===== src/rtl/vending_pkg.sv =====
// Shared vending definitions: coin codes, unit values, dispenser states.
// Used by change_dispenser and vending_machine.
package vending_pkg;

  localparam logic [1:0] CHG_NONE = 2'b00;
  localparam logic [1:0] CHG_5    = 2'b01;
  localparam logic [1:0] CHG_10   = 2'b10;
  localparam logic [1:0] CHG_15   = 2'b11;

  localparam logic [1:0] UNIT_5   = 2'd1;
  localparam logic [1:0] UNIT_10  = 2'd2;
  localparam logic [1:0] UNIT_15  = 2'd3;

  typedef enum logic [1:0] {
    ST_IDLE  = 2'd0,
    ST_FIRE  = 2'd1,
    ST_WAIT  = 2'd2,
    ST_FAULT = 2'd3
  } disp_state_t;

  function automatic logic [1:0] chg_units(
    input logic [1:0] code
  );
    logic [1:0] u;
    u = 2'd0;
    unique case (code)
      CHG_NONE: u = 2'd0;
      CHG_5:    u = UNIT_5;
      CHG_10:   u = UNIT_10;
      CHG_15:   u = UNIT_15;
    endcase
    return u;
  endfunction

endpackage


===== src/rtl/dispense_timer.sv =====
// Down-counter shared by the fire pulse and the coin wait timeout.
// expire is high during the last counted cycle (count == 1).
module dispense_timer #(
  parameter int W = 8
) (
  input  logic         clk,
  input  logic         rst,
  input  logic         load,
  input  logic [W-1:0] load_val,
  input  logic         count,
  output logic         expire
);

  logic [W-1:0] cnt;

  always_ff @(posedge clk) begin
    if (!rst) begin
      cnt <= '0;
    end else if (load) begin
      cnt <= load_val;
    end else if (count && cnt != '0) begin
      cnt <= cnt - 1'b1;
    end
  end

  assign expire = (cnt == W'(1));

endmodule


===== src/rtl/change_dispenser.sv =====
// Change dispenser: tracks owed credit and drives the 5/10 coin hoppers,
// with fire pulse, exit-sensor wait timeout and fault recovery.
module change_dispenser
  import vending_pkg::*;
#(
  parameter int FIRE_CYCLES = 4,
  parameter int TIMEOUT     = 255
) (
  input  logic       clk,
  input  logic       rst,
  input  logic [1:0] change,
  input  logic       coin_seen,
  input  logic       empty5,
  input  logic       empty10,
  input  logic       clr_fault,
  output logic       fire5,
  output logic       fire10,
  output logic [4:0] pending,
  output logic       busy,
  output logic       fault,
  output logic       stall,
  output logic       ovf
);

  localparam logic [7:0] FIRE_LEN = 8'(FIRE_CYCLES);
  localparam logic [7:0] WAIT_LEN = 8'(TIMEOUT);

  disp_state_t state, state_nx;
  logic        sel10, sel10_nx;
  logic        can10, can5;
  logic        credit;
  logic [1:0]  add, sub;
  logic [5:0]  gross, net;
  logic        sat;
  logic        t_load, t_count, t_exp;
  logic [7:0]  t_val;

  assign can10  = (pending >= 5'd2) && !empty10;
  assign can5   = (pending != 5'd0) && !empty5;
  assign credit = coin_seen &&
                  (state == ST_FIRE || state == ST_WAIT);

  assign add   = chg_units(change);
  assign sub   = credit ? (sel10 ? UNIT_10 : UNIT_5) : 2'd0;
  assign gross = {1'b0, pending} + {4'b0, add};
  // Never go below zero even if credit outruns the ledger.
  assign net   = ({4'b0, sub} > gross) ? 6'd0
               : gross - {4'b0, sub};
  assign sat   = net > 6'd31;

  dispense_timer #(.W(8)) u_timer (
    .clk      (clk),
    .rst      (rst),
    .load     (t_load),
    .load_val (t_val),
    .count    (t_count),
    .expire   (t_exp)
  );

  always_ff @(posedge clk) begin
    if (!rst) begin
      state   <= ST_IDLE;
      sel10   <= 1'b0;
      pending <= 5'd0;
      ovf     <= 1'b0;
    end else begin
      state   <= state_nx;
      sel10   <= sel10_nx;
      pending <= sat ? 5'd31 : net[4:0];
      if (sat) ovf <= 1'b1;
    end
  end

  always_comb begin
    state_nx = state;
    sel10_nx = sel10;
    t_load   = 1'b0;
    t_val    = FIRE_LEN;
    t_count  = 1'b0;
    unique case (state)
      ST_IDLE: begin
        if (can10) begin
          sel10_nx = 1'b1;
          state_nx = ST_FIRE;
          t_load   = 1'b1;
        end else if (can5) begin
          sel10_nx = 1'b0;
          state_nx = ST_FIRE;
          t_load   = 1'b1;
        end
      end
      ST_FIRE: begin
        if (coin_seen) begin
          state_nx = ST_IDLE;
        end else if (t_exp) begin
          state_nx = ST_WAIT;
          t_load   = 1'b1;
          t_val    = WAIT_LEN;
        end else begin
          t_count  = 1'b1;
        end
      end
      ST_WAIT: begin
        if (coin_seen) state_nx = ST_IDLE;
        else if (t_exp) state_nx = ST_FAULT;
        else t_count = 1'b1;
      end
      ST_FAULT: begin
        if (clr_fault) state_nx = ST_IDLE;
      end
    endcase
  end

  assign fire10 = (state == ST_FIRE) && sel10;
  assign fire5  = (state == ST_FIRE) && !sel10;
  assign busy   = (state == ST_FIRE) || (state == ST_WAIT);
  assign fault  = (state == ST_FAULT);
  assign stall  = (state == ST_IDLE) && (pending != 5'd0)
               && !can10 && !can5;

endmodule


===== config.mk =====
export PLATFORM = sky130hd
export DESIGN_NAME = change_dispenser
export DESIGN_NICKNAME = d
export VERILOG_FILES = /design/src/rtl/vending_pkg.sv /design/src/rtl/dispense_timer.sv /design/src/rtl/change_dispenser.sv
export SDC_FILE = /design/constraint.sdc
export NUM_CORES = 1
export LEC_CHECK = 0
export BUFFER_PORTS_ARGS = -buffer_cell sky130_fd_sc_hd__buf_2
export CAP_MARGIN = 20
export CORE_UTILIZATION = 45
export CTS_CLUSTER_DIAMETER = 60
export DETAILED_ROUTE_END_ITERATION = 8
export GPL_TIMING_DRIVEN = 0
export PLACE_DENSITY = 0.68
export SLEW_MARGIN = 30
export SYNTH_ARGS = -nofsm -noshare
export SYNTH_HDL_FRONTEND = slang
export SYNTH_SLANG_ARGS = --single-unit

===== constraint.sdc =====
create_clock -name clk -period 2.15 [get_ports clk]
set_input_delay 0.1075 -clock clk [delete_from_list [all_inputs] [get_ports clk]]
set_output_delay 0.1075 -clock clk [all_outputs]
set_load 0.05 [all_outputs]

Word level (Yosys, flattened, before mapping)
Cells that the tools add are included.
{"block": "word_totals", "ff_bits": 17, "word_cells": 74, "out_inout_bits": 11, "in_bits": 8}
{"block": "classes", "magnitude_cmp": 3, "n_mux": 28, "addsub": 3, "reduce_logical": 24, "eq_ne": 11}
{"cell": "8-bit two-way mux", "count": 5}
{"cell": "2-bit two-way mux", "count": 9}
{"cell": "2-bit case mux with 4 select lines", "count": 2}
{"cell": "1-bit logical AND", "count": 9}
{"cell": "1-bit two-way mux", "count": 9}
{"cell": "3-bit != test, second input constant", "count": 3}
{"cell": "2-bit equality test, second input constant", "count": 4}
{"cell": "8-bit by 1-bit equality test with 1-bit output, second input constant", "count": 1}
{"cell": "8-bit nonzero test", "count": 1}
{"cell": "8-bit by 1-bit subtractor with 8-bit output, second input constant", "count": 1}
{"cell": "5-bit by 2-bit adder with 6-bit output", "count": 1}
{"cell": "2-bit by 6-bit > comparator with 1-bit output", "count": 1}
{"cell": "6-bit by 5-bit > comparator with 1-bit output, second input constant", "count": 1}
{"cell": "6-bit two-way mux", "count": 1}
{"cell": "6-bit by 2-bit subtractor with 6-bit output", "count": 1}
{"cell": "5-bit by 2-bit greater-or-equal comparator with 1-bit output, second input constant", "count": 1}
{"cell": "1-bit zero test", "count": 5}
{"cell": "5-bit two-way mux", "count": 1}
{"cell": "5-bit nonzero test", "count": 1}
{"cell": "2-bit by 1-bit equality test with 1-bit output, second input constant", "count": 2}
{"cell": "2-bit zero test", "count": 2}
{"cell": "4-bit AND reduction", "count": 1}
{"cell": "2-bit nonzero test", "count": 2}
{"cell": "2-bit != test, second input constant", "count": 1}
{"cell": "4 further kinds", "count": 4}

Depth between registers and ports, before layout
{"block": "logic_depth", "ltp_word": 8, "ltp_mapped": 10, "mapped_depth_nobuf": 9}

Modules after synthesis
From an unflattened synthesis, not the netlist that was laid out.
{"block": "unflattened", "hier_cells": 160, "hier_area_um2": 1358.8}
{"mod": "change_dispenser", "area_each_um2": 845.8, "cells_each": 101, "seq_area_each_um2": 180.2, "n_inst": 1}
{"mod": "dispense_timer", "area_each_um2": 513.0, "cells_each": 59, "seq_area_each_um2": 160.2, "n_inst": 1}

Worst setup path after synthesis
No wires, ideal clock.
{"block": "synth_path", "path_type": "register to register", "startpoint": "register pending[0]", "endpoint": "register pending[3]", "path_stages_with_launch": 10, "slack_ns": -0.562, "arrival_time_ns": 2.626, "period_less_slack_ns": 2.712, "path_buffers": 0, "required_ns": 2.064, "path_cell_list": "dfxtp_1 > ha_1 > inv_1 > fa_1 > inv_1 > ha_1 > nor2b_1 > or3_1 > xnor2_1 > a211oi_1"}
{"block": "synth_between", "elab_chain_cells": 5, "word_cells_on_any_way": 6, "classes_between": "add/sub (2); order compare (2); mux (2)"}
{"element": "from (decl)", "line": "change_dispenser.sv:18", "rtl": "output logic [4:0] pending,"}
{"element": "from (signal assigned)", "line": "change_dispenser.sv:69", "rtl": "pending <= sat ? 5'd31 : net[4:0];"}
{"element": "5-bit by 2-bit adder with 6-bit output (*)", "line": "change_dispenser.sv:45", "rtl": "assign gross = {1'b0, pending} + {4'b0, add};"}
{"element": "6-bit by 2-bit subtractor with 6-bit output or 2-bit by 6-bit > comparator with 1-bit output (tied branches)", "line": "change_dispenser.sv:48, change_dispenser.sv:47"}
{"element": "6-bit two-way mux (*)", "line": "change_dispenser.sv:47", "rtl": "assign net = ({4'b0, sub} > gross) ? 6'd0"}
{"element": "6-bit by 5-bit > comparator with 1-bit output", "line": "change_dispenser.sv:49", "rtl": "assign sat = net > 6'd31;"}
{"element": "5-bit two-way mux (*)", "line": "change_dispenser.sv:69"}
Mark *: on every way between the ends. The rest lies on a longest branch, timed or not.
A chain may end at the register's enable or synchronous reset.

Worst setup path after layout
{"block": "layout_path", "startpoint": "register pending[0]", "endpoint": "register pending[2]"}
The elaborated chain is that of the path after synthesis.

==> flow_summary.json <==
{
  "final_core_util": 0.5847,
  "criticalPathCategory": "reg2reg",
  "clock_sinks": 17,
  "min_period_ps": 2338,
  "ys_ff_latch": 17,
  "clock-root-buffer": "clkbuf_4",
  "synthCells": 151,
  "fin_cells": 208,
  "layout-drive-gt1-share": 0.3107,
  "highest_layer": "met4",
  "grtUsageTotal": 0.2187,
  "portBuffers": 17,
  "grt_max_degree": 11,
  "drv_slew": 0,
  "gr-total-overflow": 0,
  "crit_start": "pending[0]",
  "ys.flop_type": "dfxtp_1",
  "cp_max_fo": 3,
  "wl_met1_um": 1432,
  "cp.required_ps": 2320,
  "slew_headroom": 0.6873,
  "die_area_um2": 3263,
  "die_width_um": 57.13,
  "vias": 1270,
  "wl_met3_um": 72,
  "drt_iter0_markers": 47,
  "crit_path_end_kind": "flop",
  "numCtsBuffers": 3,
  "wl_per_cell_um": 15.46,
  "clock.fmax_ghz": 0.4278,
  "num-nets-final": 198,
  "ios": 19,
  "area_delta_synth_final_pct": 20.95,
  "fin_hold_ws_ps": 124.7,
  "ys_async_sr_fraction": 0,
  "cp-start-kind": "flop",
  "setup_viol": 6,
  "drt_wl_total_um": 3216,
  "htreeDepth": 1,
  "path_clk_slew_ps": 100,
  "hold_viol": 0,
  "remaining_drc_errors": 4,
  "synthesis.area_um2": 1368,
  "fin_ws_ps": -187.7,
  "core_area_um2": 2829,
  "dieHeight_um": 57.13,
  "place.gp.congestion": 0.9245,
  "std_cell_rows": 19,
  "min_from": "rst",
  "synth.distinct_cells": 59,
  "clock_latency_ps": 290,
  "total_leakage_power_uw": 0.0006911,
  "hold_buffers": 0,
  "finish.instance_area_um2": 1654,
  "dpl_cell_area_um2": 1526,
  "yosys.area.top_type": "dfxtp_1",
  "synth_warnings": 0,
  "synth_nets": 171,
  "route.met2.wl_um": 1687,
  "ctsLongestPathBuffers": 2,
  "synthTopCellsByArea": "dfxtp_1 (25%), ha_1 (9.1%), inv_1 (4.1%)",
  "synth_common_cells": "dfxtp_1 (17), inv_1 (15), ha_1 (10), a21oi_1 (8), nor2b_1 (7)",
  "status": "finished with violations",
  "place_hpwl_um": 2545,
  "fin_skew_ps": 1.432,
  "syn_avg_cell_area_um2": 9.057,
  "start_util": 0.4834,
  "power.density_nw_per_um2": 1370,
  "reg2reg_slack_ps": -190,
  "rr_startpoint": "pending[0]",
  "dpl.cell_count": 199,
  "tritoncts": "built",
  "synth_top_area_share": 0.2489,
  "first_global_vias": 1320,
  "fillCellCount": 270,
  "min_period_over_period": 1.087,
  "grt_pass1_wl_um": 5609,
  "worstPathArrival_ps": 2510,
  "rsz0062_at_grt": "yes",
  "failed_checks": "design-rule violations, negative setup slack",
  "worst_pin_slew_ps": 465.5,
  "antenna_found_initial": 0,
  "n_antenna_cell": 0,
  "hold_path_class": "in2reg",
  "synth_seq_area_share": 0.2489,
  "drtPass1Iterations": 6,
  "ant_nets": 0,
  "peakVddDrop_v": 0.0008692,
  "vias_per_cell": 6.106,
  "maxCapViolations": 0,
  "yosysMostFrequentCell": "dfxtp_1",
  "synth_edf_count": 0
}
==> power by group <==
group / switching [µW] / internal, µW
logic: 948 / 619
clock network: 103 / 69.2
registers: 117 / 411
total: 1170 / 1100
==> critical path, stage by stage (launching register included) <==
cell and delay, ps:
dfxtp_4 370, ha_4 140, inv_2 30, fa_1 490, inv_1 50, ha_1 270
nor2b_4 150, o311a_4 320, a41oi_4 250, a311oi_2 140
==> cells by family (layout without fill, tap and decap cells) <==
family                   after synthesis  count (layout)  share of synthesized area
AND/OR/NAND/NOR                       49              49                     0.2397
AO/OA/AOI/OAI                         47              47                     0.2772
buffers and inverters                 18              44                    0.05489
flip-flops                            17              17                     0.2489
adder cells (fa/ha/maj)               12              12                     0.1208
XOR/XNOR                               7               7                    0.05032
multiplexers                           1               1                   0.008234
==> cell usage in the layout, fill, tap and decap left out, types with 4 or more instances in the layout <==
master   netlist  layout
ha_1          10       8
o21ai_1        4       4
a21oi_1        8       8
buf_4          0       5
nand2_1        6       6
dfxtp_1       17      14
buf_2          0      17
nor2_1         6       6
o21ai_0        4       4
nor2b_1        7       6
nand3_1        5       5
inv_1         15      14
==> layer usage <==
metal | vias to the layer above | global-route usage
li1 | 620 | -
met1 | 627 | 0.2655
met2 | 19 | 0.3899
met3 | 4 | 0.02948
met4 | 0 | 0.08711
met5 | - | 0
==> flip-flops by register name (all words and copies together), names as in the netlist <==
signal,flops
ovf,1
u_timer.cnt,8
sel10,1
pending,5
state,2
==> area by class of cell <==
cell class                      count  area (µm²)  area share
Multi-Input combinational cell    116        1041      0.6293
Sequential cell                    17       349.1      0.2110
Timing Repair Buffer               22       122.6     0.07413
Inverter                           15       56.30     0.03404
Tap cell                           31       38.79     0.02345
Clock buffer                        3       22.52     0.01362
Buffer                              3       18.77     0.01135
Clock inverter                      1       5.005    0.003026
==> metrics by stage <==
stage	setup slack (ps)	power [µW]	setup TNS, ps
3_5_place_dp	-246.2	1932	-985.7
2_1_floorplan	-168.7	1641	-742.4
6_report	-187.7	2267	-802.4
4_1_cts	-209.0	2192	-938.4
5_1_grt	-290.1	2432	-1382
3_3_place_gp	-158.2	1878	-654.9
==> path summary, 6_finish.rpt <==
| kind | end | depth (start not counted) |
|---|---|---|
| max | pending[2] | 9 |
| min | u_timer.cnt[2] | 2 |
| max reg2reg | pending[2] | 9 |
| min reg2reg | ovf | 2 |
==> repair_timing <==
action                     CTS  global route
setup buffers                4             1
pin swaps                    6             4
resized for setup            4             5
setup endpoints to repair    6             7
Power figures use the tool's default switching activity.
